--- src/rtl/seg_scroll_display_if.sv ---
// rtl/seg_scroll_display_if.sv - digit store write port and scroll direction for seg_scroll_display
interface seg_scroll_display_if #(
    parameter int NUM_DIGITS = 8
);
    localparam int SW = $clog2(NUM_DIGITS);

    logic          write;
    logic [SW-1:0] sel;
    logic [3:0]    num;
    logic          direction;

    modport master (output write, sel, num, direction);
    modport slave  (input  write, sel, num, direction);
endinterface

--- src/rtl/seg_scroll_display.sv ---
// rtl/seg_scroll_display.sv - multiplexed hex 7-segment display with optional scrolling
// Scrolling is compiled in only when SEG_SCROLL_DISPLAY_SCROLL_EN is defined.
module seg_scroll_display #(
    parameter int NUM_DIGITS  = 8,
    parameter int REFRESH_DIV = 100000,
    parameter int SCROLL_DIV  = 50000000
) (
    input  logic                  clk,
    input  logic                  reset,
    seg_scroll_display_if.slave   bus,
    output logic [6:0]            seg,
    output logic [NUM_DIGITS-1:0] an
);
    localparam int            SW       = $clog2(NUM_DIGITS);
    localparam int            RW       = $clog2(REFRESH_DIV);
    localparam logic [SW-1:0] LAST     = SW'(NUM_DIGITS - 1);
    localparam logic [SW:0]   N_W      = (SW + 1)'(NUM_DIGITS);
    localparam logic [RW-1:0] REF_LAST = RW'(REFRESH_DIV - 1);

    logic [3:0]            r_mem [NUM_DIGITS];
    logic [RW-1:0]         r_ref_cnt;
    logic [SW-1:0]         r_idx;
    logic [6:0]            r_seg;
    logic [NUM_DIGITS-1:0] r_an;

    logic                  w_ref_tc;
    logic [SW-1:0]         w_offset;
    logic [SW:0]           w_sum;
    logic [SW:0]           w_wrap;
    logic [SW-1:0]         w_pos;
    logic [3:0]            w_digit;
    logic [6:0]            w_seg;

    function automatic logic [6:0] hex_decode(input logic [3:0] v);
        case (v)
            4'h0:    hex_decode = 7'b1000000;
            4'h1:    hex_decode = 7'b1111001;
            4'h2:    hex_decode = 7'b0100100;
            4'h3:    hex_decode = 7'b0110000;
            4'h4:    hex_decode = 7'b0011001;
            4'h5:    hex_decode = 7'b0010010;
            4'h6:    hex_decode = 7'b0000010;
            4'h7:    hex_decode = 7'b1111000;
            4'h8:    hex_decode = 7'b0000000;
            4'h9:    hex_decode = 7'b0010000;
            4'hA:    hex_decode = 7'b0001000;
            4'hB:    hex_decode = 7'b0000011;
            4'hC:    hex_decode = 7'b1000110;
            4'hD:    hex_decode = 7'b0100001;
            4'hE:    hex_decode = 7'b0000110;
            default: hex_decode = 7'b0001110;
        endcase
    endfunction

    assign w_ref_tc = (r_ref_cnt == REF_LAST);

`ifdef SEG_SCROLL_DISPLAY_SCROLL_EN
    localparam int            CW       = $clog2(SCROLL_DIV);
    localparam logic [CW-1:0] SCR_LAST = CW'(SCROLL_DIV - 1);

    logic [CW-1:0] r_scr_cnt;
    logic [SW-1:0] r_offset;

    // Direction is only looked at on the scroll step itself.
    always_ff @(posedge clk or posedge reset) begin
        if (reset) begin
            r_scr_cnt <= '0;
            r_offset  <= '0;
        end else if (r_scr_cnt == SCR_LAST) begin
            r_scr_cnt <= '0;
            if (bus.direction)
                r_offset <= (r_offset == '0) ? LAST : r_offset - 1'b1;
            else
                r_offset <= (r_offset == LAST) ? '0 : r_offset + 1'b1;
        end else begin
            r_scr_cnt <= r_scr_cnt + 1'b1;
        end
    end

    assign w_offset = r_offset;
`else
    logic w_unused_dir;
    assign w_unused_dir = bus.direction;
    assign w_offset     = '0;
`endif

    // Both operands are below NUM_DIGITS, so one conditional subtract is a full modulo.
    assign w_sum  = {1'b0, r_idx} + {1'b0, w_offset};
    assign w_wrap = w_sum - N_W;
    assign w_pos  = (w_sum >= N_W) ? w_wrap[SW-1:0] : w_sum[SW-1:0];

    always_comb begin
        w_digit = '0;
        for (int i = 0; i < NUM_DIGITS; i++) begin
            if (w_pos == SW'(i))
                w_digit = r_mem[i];
        end
    end

    assign w_seg = hex_decode(w_digit);

    // Out-of-range sel matches no entry, so the store is left untouched.
    always_ff @(posedge clk or posedge reset) begin
        if (reset) begin
            for (int i = 0; i < NUM_DIGITS; i++)
                r_mem[i] <= '0;
            r_ref_cnt <= '0;
            r_idx     <= '0;
            r_seg     <= 7'b1111111;
            r_an      <= '1;
        end else begin
            for (int i = 0; i < NUM_DIGITS; i++) begin
                if (bus.write && (bus.sel == SW'(i)))
                    r_mem[i] <= bus.num;
            end
            if (w_ref_tc) begin
                r_ref_cnt <= '0;
                r_idx     <= (r_idx == LAST) ? '0 : r_idx + 1'b1;
            end else begin
                r_ref_cnt <= r_ref_cnt + 1'b1;
            end
            r_an  <= ~(NUM_DIGITS'(1) << r_idx);
            r_seg <= w_seg;
        end
    end

    assign seg = r_seg;
    assign an  = r_an;
endmodule
--- src/flat_wrapper.sv ---
// flat-port wrapper written by rule: the top's interface ports become plain ports
module seg_scroll_display_flat 
#(
    parameter int NUM_DIGITS  = 8,
    parameter int REFRESH_DIV = 100000,
    parameter int SCROLL_DIV  = 50000000
)
  (clk, reset, seg, an, bus_write, bus_sel, bus_num, bus_direction);
  seg_scroll_display_if #(.NUM_DIGITS(NUM_DIGITS)) bus_i ();
  input  logic clk;
  input  logic reset;
  output logic [6:0] seg;
  output logic [NUM_DIGITS-1:0] an;
  input wire logic [$bits(bus_i.write)-1:0] bus_write;
  input wire logic [$bits(bus_i.sel)-1:0] bus_sel;
  input wire logic [$bits(bus_i.num)-1:0] bus_num;
  input wire logic [$bits(bus_i.direction)-1:0] bus_direction;
  assign bus_i.write = bus_write;
  assign bus_i.sel = bus_sel;
  assign bus_i.num = bus_num;
  assign bus_i.direction = bus_direction;
  seg_scroll_display #(.NUM_DIGITS(NUM_DIGITS), .REFRESH_DIV(REFRESH_DIV), .SCROLL_DIV(SCROLL_DIV)) u_core (.clk(clk), .reset(reset), .bus(bus_i), .seg(seg), .an(an));
endmodule
--- config.mk ---
export PLATFORM = sky130hd
export DESIGN_NAME = seg_scroll_display_flat
export DESIGN_NICKNAME = d
export VERILOG_FILES = /design/src/rtl/seg_scroll_display_if.sv /design/src/rtl/seg_scroll_display.sv /design/src/flat_wrapper.sv
export SDC_FILE = /design/constraint.sdc
export NUM_CORES = 1
export LEC_CHECK = 0
export CAP_MARGIN = 30
export CORE_MARGIN = 2
export CORE_UTILIZATION = 50
export DETAILED_ROUTE_END_ITERATION = 8
export PLACE_DENSITY = 0.7
export SKIP_CTS_REPAIR_TIMING = 1
export SYNTH_ARGS = -nofsm -noshare
export SYNTH_HDL_FRONTEND = slang
export SYNTH_SLANG_ARGS = --single-unit
--- constraint.sdc ---
create_clock -name clk -period 4.2 [get_ports clk]
set_input_delay 0.84 -clock clk [delete_from_list [all_inputs] [get_ports clk]]
set_output_delay 0.84 -clock clk [all_outputs]
set_load 0.01 [all_outputs]
======== After elaboration in Yosys (flattened, before gate mapping) ========
Memory sizes are Yosys's and may differ from the RTL's. A register that Yosys moved wholly into a read port is not among the register bits.
Index checks and enable logic that the tools add are counted.
cells by class
  $add $sub $neg .......................... 3
  $mul .................................... 0
  divide/modulo/power cells ............... 0
  $lt $le $gt $ge ......................... 1
  equality and inequality tests ........... 16
  shifts and indexed selects .............. 1
  multiplexer cells ....................... 11
  bitwise logic cells ..................... 1
  reduce and logical (&&, ||, !) cells .... 10
operators with widths
  cell                   count
  $mux 4                 8
  $eq 3x3->1 const B     9
  $add 17x1->17 const B  1
  $eq 17x17->1 const B   1
  $mux 17                1
  $eq 3x2->1 const B     4
  $logic_and 1x1->1      8
  $not 8->8              1
  $shl 1x3->8 const A    1
  $eq 3x1->1 const B     2
  $logic_not 3->1        2
  $mux 3                 2
  $ge 3x4->1 const B     1
  $add 3x1->3 const B    1
  $sub 3x1->3 const B    1
storage, ports and cells
  register bits ........................... 60
  bits in latches ......................... 0
  memory bits (writable) .................. 0
  bits in read-only memories .............. 112
  output and inout port bits .............. 15
  logic and storage cells ................. 55
  memories ................................ 1
memories
  memory           depth  bits a word  rd ports  clocked after Yosys merged registers in  write ports  RTL line                  text
  (no name shown)  16     7            1         1                                        0            seg_scroll_display.sv:35  case (v)

======== Logic depth before layout (Yosys ltp) ========
Gate-level depths: netlist of run 1.
  depth after elaboration ................. 11
  mapped depth ............................ 13
  gate-level depth less buffers ........... 11

======== Worst setup path after synthesis of run 1 ========
No wires, ideal clock.
  path kind ............................... register -> register
  from .................................... reg u_core.r_idx[2]
  to ...................................... reg u_core.r_seg[3], in the netlist u_core.seg[3]
  setup time .............................. 0.075 ns
  arrival ................................. 2.508 ns
  setup slack ............................. 1.617 ns
  cell stages (with the launch flop) ...... 13
  buffers on the path ..................... 1
  clock period less this slack ............ 2.583 ns
  path through ............................ dfrtp_1 buf_4 inv_2 ha_1 or2_1 a21oi_1 a211oi_1 o31ai_1 inv_1 ha_1 inv_1 mux2i_1 mux2i_1
between the ends
  longest elaborated chain between the ends .. 11
  elaborated cells between the ends (all ways) .. 19
RTL lines
  what                                              RTL line                                            text
  start: declaration                                seg_scroll_display.sv:22                            logic [SW-1:0] r_idx;
  start signal: assignment                          seg_scroll_display.sv:118                           r_idx <= (r_idx == LAST) ? '0 : r_idx + 1'b1;
  $ge 3x4->1 / $sub 3x1->3 (equally long branches)  seg_scroll_display.sv:90, seg_scroll_display.sv:89
  $mux 3 *                                          seg_scroll_display.sv:90                            assign w_pos = (w_sum >= N_W) ? w_wrap[SW-1:0] : w_sum[SW-1:0];
  $logic_not 3->1                                   seg_scroll_display.sv:95                            if (w_pos == SW'(i))
  $mux 4 (7 in series)                              seg_scroll_display.sv:95
  $mux 4 *                                          seg_scroll_display.sv:95
  end: declaration                                  seg_scroll_display.sv:23                            logic [6:0] r_seg;
Mark *: on every way between the ends. The rest lies on a longest branch, timed or not.
A chain may end at the register's enable or synchronous reset.

======== Worst setup path in the final report of run 1 ========
  from .................................... reg u_core.r_idx[2]
  to ...................................... reg u_core.r_seg[1], in the netlist u_core.seg[1]
Same word-level chain as after synthesis.

==> results.sh, run 1 <==
export IMPL_r2r_cells=10
export IMPL_area_delta_synth_final_pct=14.57
export IMPL_start_util_pct=51.80
export IMPL_grt_pass1_vias=2126
export IMPL_peakVddDrop_mv=0.2889
export IMPL_htreeDepth=3
export IMPL_ys_flop_type="dfrtp_1"
export IMPL_yosysTopAreaCell="dfrtp_1"
export IMPL_fin_nets=344
export IMPL_rrSetupSlack_ns=1.01
export IMPL_dieHeight_microns=85.11
export IMPL_grt_max_degree=35
export IMPL_wl_per_cell_microns=15.07
export IMPL_coreArea_sq_mm=0.006350
export IMPL_vias_per_cell=5.532
export IMPL_hold_ws_ns=0.4847
export IMPL_top_layer="met4"
export IMPL_synth_top_cell_area_share_pct=39.56
export IMPL_cts_sinks=67
export IMPL_track_usage_pct=18.36
export IMPL_ys_ff_latch=67
export IMPL_postLayoutCellArea_sq_mm=0.003769
export IMPL_reg2reg_from="u_core.r_idx[2]"
export IMPL_port_buffers=24
export IMPL_cts_tree="built"
export IMPL_post_route_util_pct=59.35
export IMPL_path_clk_slew_ns=0.06
export IMPL_hold_path_class="flop to flop"
export IMPL_r2r_end="u_core.seg[1]"
export IMPL_dr_wl_met2_mm=2.667
export IMPL_slew_violations=0
export IMPL_met3_length_microns=298
export IMPL_hold_viol=0
export IMPL_whs_path_depth=1
export IMPL_pwr_density_cell_mw_per_mm2=421.5
export IMPL_cp_max_fo=12
export IMPL_max_slew_margin_pct=47.36
export IMPL_met1Wirelength_mm=2.966
export IMPL_drtPass1Iterations=4
export IMPL_drt_iter0_drc=116
export IMPL_ios=26
export IMPL_grt_pass1_wl_mm=10.18
export IMPL_maxCapViolCount=0
export IMPL_tightest_slew_ns=0.7836
export IMPL_yosysSeqAreaShare_pct=51.54
export IMPL_route_antenna_remaining_nets=0
export IMPL_drt_total_wl_mm=6.060
export IMPL_p_leak_nw=1.598
export IMPL_cp_slowest_stage_delay_ns=0.62
export IMPL_worstPathCellList="inv_2, ha_1, or2_1, a221oi_1, a2111oi_0, a21oi_1, inv_1, ha_1, inv_1, o211ai_1"
export IMPL_vias=2224
export IMPL_fmax_mhz=313.4
export IMPL_tns_ns=0
export IMPL_syn_inst=290
export IMPL_fp_row_count=29
export IMPL_crit_arrival_ns=3.45
export IMPL_yosysWarnings=0
export IMPL_min_from="u_core.r_ref_cnt[0]"
export IMPL_dieArea_sq_mm=0.007244
export IMPL_netlist_area_sq_mm=0.003289
export IMPL_synth_nets=314
export IMPL_drc=0
export IMPL_critPathLaunchType="flop"
export IMPL_setup_violations=0
export IMPL_numCtsBuffers=9
export IMPL_synth_avg_cell_area_sq_um=11.34
export IMPL_antenna_found_initial=0
export IMPL_status="complete, no violations"
export IMPL_dpl_cell_area_sq_mm=0.003595
export IMPL_drive_above_1_share_pct=21.23
export IMPL_finalClockSkew_ns=0.008374
export IMPL_yosys_cell_types_count=51
export IMPL_async_reset_ff_share_pct=100.0
export IMPL_ys_top_cells_by_area="dfrtp_1 40%, dfstp_2 12%, mux2_2 9.2%"
export IMPL_rsz0062_at_grt="no"
export IMPL_hold_end="u_core.r_ref_cnt[0]"
export IMPL_endpoint_kind="flop"
export IMPL_fp_dieW_microns=85.11
export IMPL_required_ns=4.46
export IMPL_final_common_cell="dfrtp_1"
export IMPL_num_antenna_cells=0
export IMPL_criticalPathCategory="flop to flop"
export IMPL_layout_common_cells="52 x dfrtp_1, 33 x nand2_1, 27 x mux2_2"
export IMPL_grt_remaining_overflow=0
export IMPL_cts_buffer_depth=2
export IMPL_fin_crit_sh_pct=75.97
export IMPL_gp_congestion=0.8394
export IMPL_clock_latency_ns=0.35
export IMPL_cts_root_buf="clkbuf_8"
export IMPL_place_hpwl_mm=4.300
export IMPL_period_needed_ns=3.191
export IMPL_synth_edf_count=0
export IMPL_critPathSlowestCell="dfrtp_1"
-- power by group --
| group | internal, W | switching, W |
|---|---|---|
| sequential | 0.000756 | 0.0000403 |
| clock | 0.000244 | 0.000233 |
| combinational | 0.000173 | 0.000142 |
| total | 0.00117 | 0.000416 |
-- layout make-up --
class	instances	area [sq um]
clock buffer	13	158.9
fill	522	2581
clock inverter	3	15.01
tap	77	96.34
inverter	17	63.81
timing repair buffer	28	270.3
sequential	67	1695
multi-input combinational	197	1469
-- Yosys cell counts, drive strengths merged (2+ instances only) --
cell type and number:
nor3 4, nand3 13, nor2 13, o21ai 14, o22ai 4, nand2 33, o221ai 2, a2111oi 3
and4 3, xor2 7, dfstp 15, nand2b 2, nand3b 4, a21oi 11, ha 13, nor2b 4
xnor2 8, a22oi 2, or2 2, mux2i 5, inv 17, mux2 27, a221oi 3, nand4 2
dfrtp 52, nor3b 3, buf 8, nand4b 3
-- layer usage --
layer	vias to the layer above	global-route usage, %
met5	-	0
met4	0	8.225
met3	10	5.350
met2	46	27.34
met1	1088	24.95
li1	1080	-
-- metrics by stage --
step | power (W) | setup WS [ns] | instances
after detailed placement | 0.001125 | 1.058 | 386
after global placement | 0.001115 | 1.100 | 386
after global routing | 0.001669 | 0.7555 | 402
after floorplan | 0.001010 | 1.617 | 290
after CTS | 0.001603 | 1.049 | 402
final | 0.001589 | 1.009 | 402
-- flip-flops by register name, indices dropped and copies added, names as in the netlist --
name	flops
u_core.seg	7
u_core.r_mem	32
u_core.r_ref_cnt	17
u_core.r_idx	3
u_core.an	8
-- critical path, delay by kind of cell, from the launching register on --
kind                       cells  cell delay [ns]
DFF                            1             0.62
adders and majority gates      2             0.67
and+or+nand+nor                1             0.32
buffers and inverters          3             0.44
AOI/OAI and AO/OA              4             1.06
-- kinds of logic (layout without fill, tap and decap cells) --
family,count (synthesis),in the layout,share of synthesized area (%)
AOI/OAI and AO/OA,47,47,10.50
xor gates and xnor gates,15,15,3.994
adders and majority gates,13,13,4.945
buffers and inverters,26,61,3.803
DFF,67,67,51.54
muxes,32,32,10.76
and+or+nand+nor,90,90,14.45
-- worst max-delay path by stage --
stage / depth (start not counted) / startpoint / end / slack [ns]
floorplan: 12 / u_core.r_idx[2] / u_core.seg[3] / 1.62
global placement: 11 / u_core.r_idx[2] / u_core.seg[3] / 1.10
detailed placement: 11 / u_core.r_idx[2] / u_core.seg[3] / 1.06
CTS: 11 / u_core.r_idx[2] / u_core.seg[3] / 1.05
global route: 11 / u_core.r_idx[2] / u_core.seg[3] / 0.76
finish: 10 / u_core.r_idx[2] / u_core.seg[1] / 1.01
(Power assumes the default switching activity.)
==> run 2: changes to the inputs <==
==> constraint.sdc (replaced) <==
create_clock -name clk -period 3.1 [get_ports clk]
set_input_delay 0.62 -clock clk [delete_from_list [all_inputs] [get_ports clk]]
set_output_delay 0.62 -clock clk [all_outputs]
set_load 0.01 [all_outputs]
==> run 2 against run 1 <==
  * Largest cell class unchanged
  * Via count is 2.0% higher
  * Fmax is 9.7% higher
  * Sequential share of layout area is 0.81 points lower
  * Clock skew is 0.0011 ns higher
  * Critical endpoint is now u_core.seg[0]
  * Critical path depth is 2 lower
  * Sequential power is 37% higher
  * Design area is 1.8% higher
  * Core utilization is 1.1 points higher
  * Final cell count is 1.0% higher
==> results.sh, run 2 (synthesized netlist as in run 1, its figures left out) <==
export IMPL_p_leak_nw=1.630
export IMPL_status="complete, no violations"
export IMPL_grt_pass1_vias=2295
export IMPL_antenna_found_initial=0
export IMPL_clock_latency_ns=0.35
export IMPL_dieArea_sq_mm=0.007244
export IMPL_grt_pass1_wl_mm=11.05
export IMPL_drc=0
export IMPL_place_hpwl_mm=4.536
export IMPL_regArea_sq_mm=0.001695
export IMPL_tightest_slew_ns=1.094
export IMPL_start_util_pct=51.80
export IMPL_fmax_mhz=343.7
export IMPL_dieHeight_microns=85.11
export IMPL_drt_iter0_drc=165
export IMPL_peakVddDrop_mv=0.3983
export IMPL_final_common_cell="dfrtp_1"
export IMPL_critPathSlowestCell="a22oi_1"
export IMPL_path_clk_slew_ns=0.06
export IMPL_layout_common_cells="52 x dfrtp_1, 33 x nand2_1, 27 x mux2_2"
export IMPL_setup_violations=0
export IMPL_num_antenna_cells=0
export IMPL_finalClockSkew_ns=0.009493
export IMPL_regMostFlops="u_core.r_mem"
export IMPL_largest_reg_flops=32
export IMPL_gp_congestion=0.9085
export IMPL_power_w=0.002247
export IMPL_hold_viol=0
export IMPL_rrSetupSlack_ns=0.19
export IMPL_drtPass1Iterations=4
export IMPL_cp_slowest_stage_delay_ns=0.88
export IMPL_critPathLaunchType="flop"
export IMPL_slew_violations=0
export IMPL_multi_input_area_sq_mm=0.001471
export IMPL_cts_buffer_depth=2
export IMPL_route_antenna_remaining_nets=0
export IMPL_p_int_w=0.001674
export IMPL_fill_cells=534
export IMPL_fin_cells=406
export IMPL_fp_row_count=29
export IMPL_port_buffers=24
export IMPL_cts_root_buf="clkbuf_8"
export IMPL_swShare_pct=25.50
export IMPL_endpoint_kind="flop"
export IMPL_drt_total_wl_mm=6.358
export IMPL_clkPwrFrac_pct=32.2
export IMPL_worstPathCellList="ha_1, ha_1, or2_1, a221oi_2, a2111oi_0, a22oi_1, or2_4, o221a_1"
export IMPL_path_buf_inv=0
export IMPL_vias=2269
export IMPL_crit_arrival_ns=3.20
export IMPL_fin_crit_sh_pct=93.87
export IMPL_crit_family="compound AO/OA/AOI/OAI gates"
export IMPL_comb_power_share_pct=19.2
export IMPL_drive_above_1_share_pct=22.19
export IMPL_p_sw_w=0.0005729
export IMPL_dp_cells=390
export IMPL_cts_tree="built"
export IMPL_criticalPathCategory="flop to flop"
export IMPL_postLayoutCellArea_sq_mm=0.003837
export IMPL_power_share_sequential_pct=48.7
export IMPL_cp_max_fo=12
export IMPL_tns_ns=0
export IMPL_fp_dieW_microns=85.11
export IMPL_grt_remaining_overflow=0
export IMPL_rsz0062_at_grt="no"
export IMPL_htreeDepth=3
export IMPL_cp_common_cell="ha_1"
export IMPL_pwr_density_cell_mw_per_mm2=585.5
export IMPL_max_slew_margin_pct=27.06
export IMPL_wl_per_cell_microns=15.66
export IMPL_dpl_cell_area_sq_mm=0.003637
export IMPL_fin_nets=348
export IMPL_track_usage_pct=19.74
export IMPL_hold_path_class="flop to flop"
export IMPL_grt_max_degree=42
export IMPL_vias_per_cell=5.589
export IMPL_area_delta_synth_final_pct=16.66
export IMPL_ios=26
export IMPL_numCtsBuffers=9
export IMPL_coreArea_sq_mm=0.006350
export IMPL_period_needed_ns=2.910
export IMPL_maxCapViolCount=0
export IMPL_required_ns=3.39
export IMPL_cts_sinks=67
## run 2: changes by cell type in the layout (fill, tap and decap cells not counted)
cell / previous run / this run
bufinv_16: 0 / 1
buf_12: 0 / 1
ha_1: 13 / 12
buf_4: 4 / 7
clkbuf_1: 2 / 3
ha_2: 0 / 1
clkinv_2: 3 / 1
## run 2: final cells by class
cell class	instances	area share, %
flip-flops and latches	67	44.18
clock buffers	14	4.239
multi-input cells	197	38.34
repair buffers	32	8.151
inverters	17	1.663
clock inverters	2	0.9129
well taps	77	2.511
## run 2: routing by layer
| layer | share of wire [%] | vias to the layer above | track usage (%) |
|---|---|---|---|
| met1 | 46 | 1101 | 26.29 |
| met2 | 45 | 58 | 29.62 |
| met5 | 0 | - | 0 |
| li1 | - | 1089 | - |
| met3 | 5.8 | 21 | 4.572 |
| met4 | 3.2 | 0 | 11.40 |
## run 2: power by group through the flow
stage / clock (W) / sequential, W / combinational, W
after floorplan: 0 / 0.00110 / 0.000266
after global placement: 0 / 0.00110 / 0.000417
after detailed placement: 0 / 0.00111 / 0.000432
after CTS: 0.000739 / 0.00109 / 0.000436
after global routing: 0.000786 / 0.00110 / 0.000476
final: 0.000722 / 0.00109 / 0.000431
## run 2: per-stage QoR
stage,setup WS [ns],util (%),hold slack [ns]
floorplan,0.5167,-,0.4529
global placement,0.2659,57.28,0.4701
detailed placement,0.2053,57.28,0.4754
CTS,0.1882,60.39,0.4848
global route,0.03815,60.43,0.5100
finish,0.1901,60.43,0.4795
## run 2: worst paths after layout
path | startpoint | end | cells past startpoint
worst min register to register | u_core.r_ref_cnt[0] | u_core.r_ref_cnt[0] | 1
worst max register to register | u_core.r_idx[0] | u_core.seg[0] | 8
min in group asynchronous | reset | u_core.r_mem[28] | 2
max in group asynchronous | reset | u_core.an[7] | 3
worst max-delay path | u_core.r_idx[0] | u_core.seg[0] | 8
worst min-delay path | u_core.r_ref_cnt[0] | u_core.r_ref_cnt[0] | 1
==> run 3: changes to the inputs <==
--- a/config.mk
+++ b/config.mk
@@ -5,11 +5,12 @@
 export SDC_FILE = /design/constraint.sdc
 export NUM_CORES = 1
 export LEC_CHECK = 0
+export ABC_AREA = 1
 export CAP_MARGIN = 30
+export CORE_ASPECT_RATIO = 0.6
 export CORE_MARGIN = 2
-export CORE_UTILIZATION = 50
+export CORE_UTILIZATION = 40
 export DETAILED_ROUTE_END_ITERATION = 8
-export PLACE_DENSITY = 0.7
 export SKIP_CTS_REPAIR_TIMING = 1
 export SYNTH_ARGS = -nofsm -noshare
 export SYNTH_HDL_FRONTEND = slang
==> run 3 against run 2 <==
  * Area after synthesis rose by 2.6%
  * Global-route usage down 3.0 points
  * Clock power grew 26%
  * Largest power group unchanged
==> results.sh, run 3 <==
export IMPL_tns_ns=0
export IMPL_synth_simple_gate_area_share_pct=28.17
export IMPL_grt_pass1_wl_mm=11.65
export IMPL_wl_per_cell_microns=12.44
export IMPL_synthTopCellsByCount="112 x nand2_1, 56 x inv_1, 52 x dfrtp_1"
export IMPL_yosysTopAreaCell="dfrtp_1"
export IMPL_fp_row_count=25
export IMPL_start_util_pct=41.99
export IMPL_drt_total_wl_mm=6.990
export IMPL_drc=0
export IMPL_max_slew_margin_pct=62.40
export IMPL_drt_iter0_drc=212
export IMPL_setup_violations=0
export IMPL_port_buffers=24
export IMPL_coreArea_sq_mm=0.008039
export IMPL_track_usage_pct=16.71
export IMPL_worst_slack_ns=0.6444
export IMPL_grt_pass1_vias=2444
export IMPL_fill_cells=782
export IMPL_largest_reg_flops=32
export IMPL_synth_edf_count=0
export IMPL_r2r_cells=16
export IMPL_ys_ff_latch=67
export IMPL_ys_flop_type="dfrtp_1"
export IMPL_reg2reg_from="u_core.r_idx[0]"
export IMPL_antenna_found_initial=0
export IMPL_pwr_density_cell_mw_per_mm2=574.5
export IMPL_yosysWarnings=0
export IMPL_ios=26
export IMPL_yosysSeqAreaShare_pct=50.22
export IMPL_p_leak_nw=2.044
export IMPL_cts_sinks=67
export IMPL_r2r_end="u_core.seg[3]"
export IMPL_drtPass1Iterations=5
export IMPL_whs_path_depth=1
export IMPL_netlist_area_sq_mm=0.003376
export IMPL_async_reset_ff_share_pct=100.0
export IMPL_synth_top_cell_area_share_pct=38.55
export IMPL_area_delta_synth_final_pct=19.79
export IMPL_vias=2707
export IMPL_critPathLaunchType="flop"
export IMPL_syn_inst=412
export IMPL_slew_violations=0
export IMPL_cp_max_fo=6
export IMPL_route_antenna_remaining_nets=0
export IMPL_regMostFlops="u_core.r_mem"
export IMPL_grt_remaining_overflow=0
export IMPL_fin_crit_sh_pct=79.21
export IMPL_endpoint_kind="flop"
export IMPL_num_antenna_cells=0
export IMPL_gp_congestion=0.8759
export IMPL_htreeDepth=3
export IMPL_drive_above_1_share_pct=11.89
export IMPL_criticalPathCategory="flop to flop"
export IMPL_fp_dieW_microns=122.6
export IMPL_muxShareOfSynthArea_pct=0
export IMPL_grt_max_degree=44
export IMPL_rsz0062_at_grt="no"
export IMPL_synthXorXnorAreaFrac_pct=0.5189
export IMPL_maxCapViolCount=0
export IMPL_fmax_mhz=407.2
export IMPL_hold_end="u_core.r_ref_cnt[0]"
export IMPL_hold_viol=0
export IMPL_layout_common_cells="112 x nand2_1, 55 x inv_1, 52 x dfrtp_1"
export IMPL_yosysMostFrequentCell="nand2_1"
export IMPL_finalClockSkew_ns=0.005315
export IMPL_vias_per_cell=4.817
export IMPL_place_ws_ns=0.6807
export IMPL_peakVddDrop_mv=0.2611
export IMPL_tightest_slew_ns=0.5631
export IMPL_synth_avg_cell_area_sq_um=8.194
export IMPL_path_clk_slew_ns=0.05
export IMPL_yosys_cell_types_count=32
export IMPL_place_hpwl_mm=5.174
export IMPL_rrSetupSlack_ns=0.64
export IMPL_required_ns=3.37
export IMPL_min_from="u_core.r_ref_cnt[0]"
export IMPL_synth_compound_gate_area_share_pct=9.007
export IMPL_synth_nets=436
export IMPL_final_common_cell="nand2_1"
export IMPL_cts_root_buf="clkbuf_16"
export IMPL_synth_fa_ha_area_share_pct=4.818
export IMPL_cts_tree="built"
export IMPL_status="complete, no violations"
export IMPL_numCtsBuffers=9
export IMPL_clock_latency_ns=0.33
export IMPL_synth_top_family_by_area="simple AND/OR/NAND/NOR gates"
export IMPL_dieHeight_microns=75.16
export IMPL_ys_top_cells_by_area="dfrtp_1 39%, nand2_1 12%, dfstp_2 12%"
export IMPL_hold_path_class="flop to flop"
export IMPL_dieArea_sq_mm=0.009215
export IMPL_crit_arrival_ns=2.73
export IMPL_period_needed_ns=2.456
export IMPL_cts_buffer_depth=2
export IMPL_fin_nets=473
run 3: cell types whose count changed in the layout (fill, tap and decap cells not counted), moves of 10 or more:
cell      delta
nand2_1     +79
o21ai_0     +29
nor2_1      +28
nand3_1     +13
mux2_2      -27
inv_1       +40
clkbuf_8    -10
run 3: area by class of cell:
cell class                 count  area, sq um  area share (%)
clock buffer                  13        250.2           6.188
clock inverter                 3        15.01          0.3713
inverter                      60        230.2           5.693
multi-input combinational    283         1435           35.49
sequential                    67         1695           41.92
tap                          108        135.1           3.342
timing repair buffer          28        282.8           6.993
run 3: cell families (layout without fill, tap and decap cells):
group,count (synthesis),in the layout
flip-flops,67,67
AO/OA/AOI/OAI,58,58
buffers and inverters,62,104
AND/OR/NAND/NOR,210,210
XOR/XNOR,2,2
adder cells (fa/ha/maj),13,13
run 3: worst max-delay path by stage:
stage          slack, ns  cells after the start              end       startpoint
2_1_floorplan       0.82                      1  u_core.r_idx[0]            reset
3_3_place_gp        0.69                     16    u_core.seg[0]  u_core.r_idx[0]
3_5_place_dp        0.68                     16    u_core.seg[0]  u_core.r_idx[0]
4_1_cts             0.65                     16    u_core.seg[0]  u_core.r_idx[0]
5_1_grt             0.41                     16    u_core.seg[0]  u_core.r_idx[0]
6_report            0.64                     16    u_core.seg[3]  u_core.r_idx[0]
run 3: metrics by stage:
stage          power (W)  hold WS [ns]  util [%]  cells  instance area [sq um]
2_1_floorplan   0.001293        0.4329         -    412                   3376
6_report        0.002323        0.4593     50.30    562                   4044
5_1_grt         0.002455        0.5089     50.30    562                   4044
3_5_place_dp    0.001426        0.4568     47.00    546                   3779
4_1_cts         0.002347        0.4635     50.30    562                   4044
3_3_place_gp    0.001416        0.4503     47.00    546                   3779
run 3: layer usage:
metal  track usage (%)  up-vias  routed length, microns
met2             24.51       62                    2878
met4             6.897        0                      86
met1             23.42     1256                    3597
li1                  -     1378                       -
met5                 0        -                       0
met3             4.697       11                     428
run 3: power breakdown:
part | switching [W] | leakage, nW | internal [W]
Clock | 0.000352 | 0.133 | 0.000559
Sequential | 0.0000501 | 0.819 | 0.00100
Combinational | 0.000205 | 1.09 | 0.000154
run 3: critical path, stage by stage, from the launching register on:
cell and delay, ns:
dfrtp_1 0.42, ha_1 0.24, ha_1 0.25, inv_1 0.20, o21ai_1 0.10, inv_1 0.06, nand2_1 0.05, nand2_1 0.06
nand2_1 0.05, nand2_1 0.06, nand2_1 0.05, nand2_1 0.16, inv_1 0.16, ha_1 0.33, nand2_1 0.08, nand3_1 0.06
nand2_1 0.07
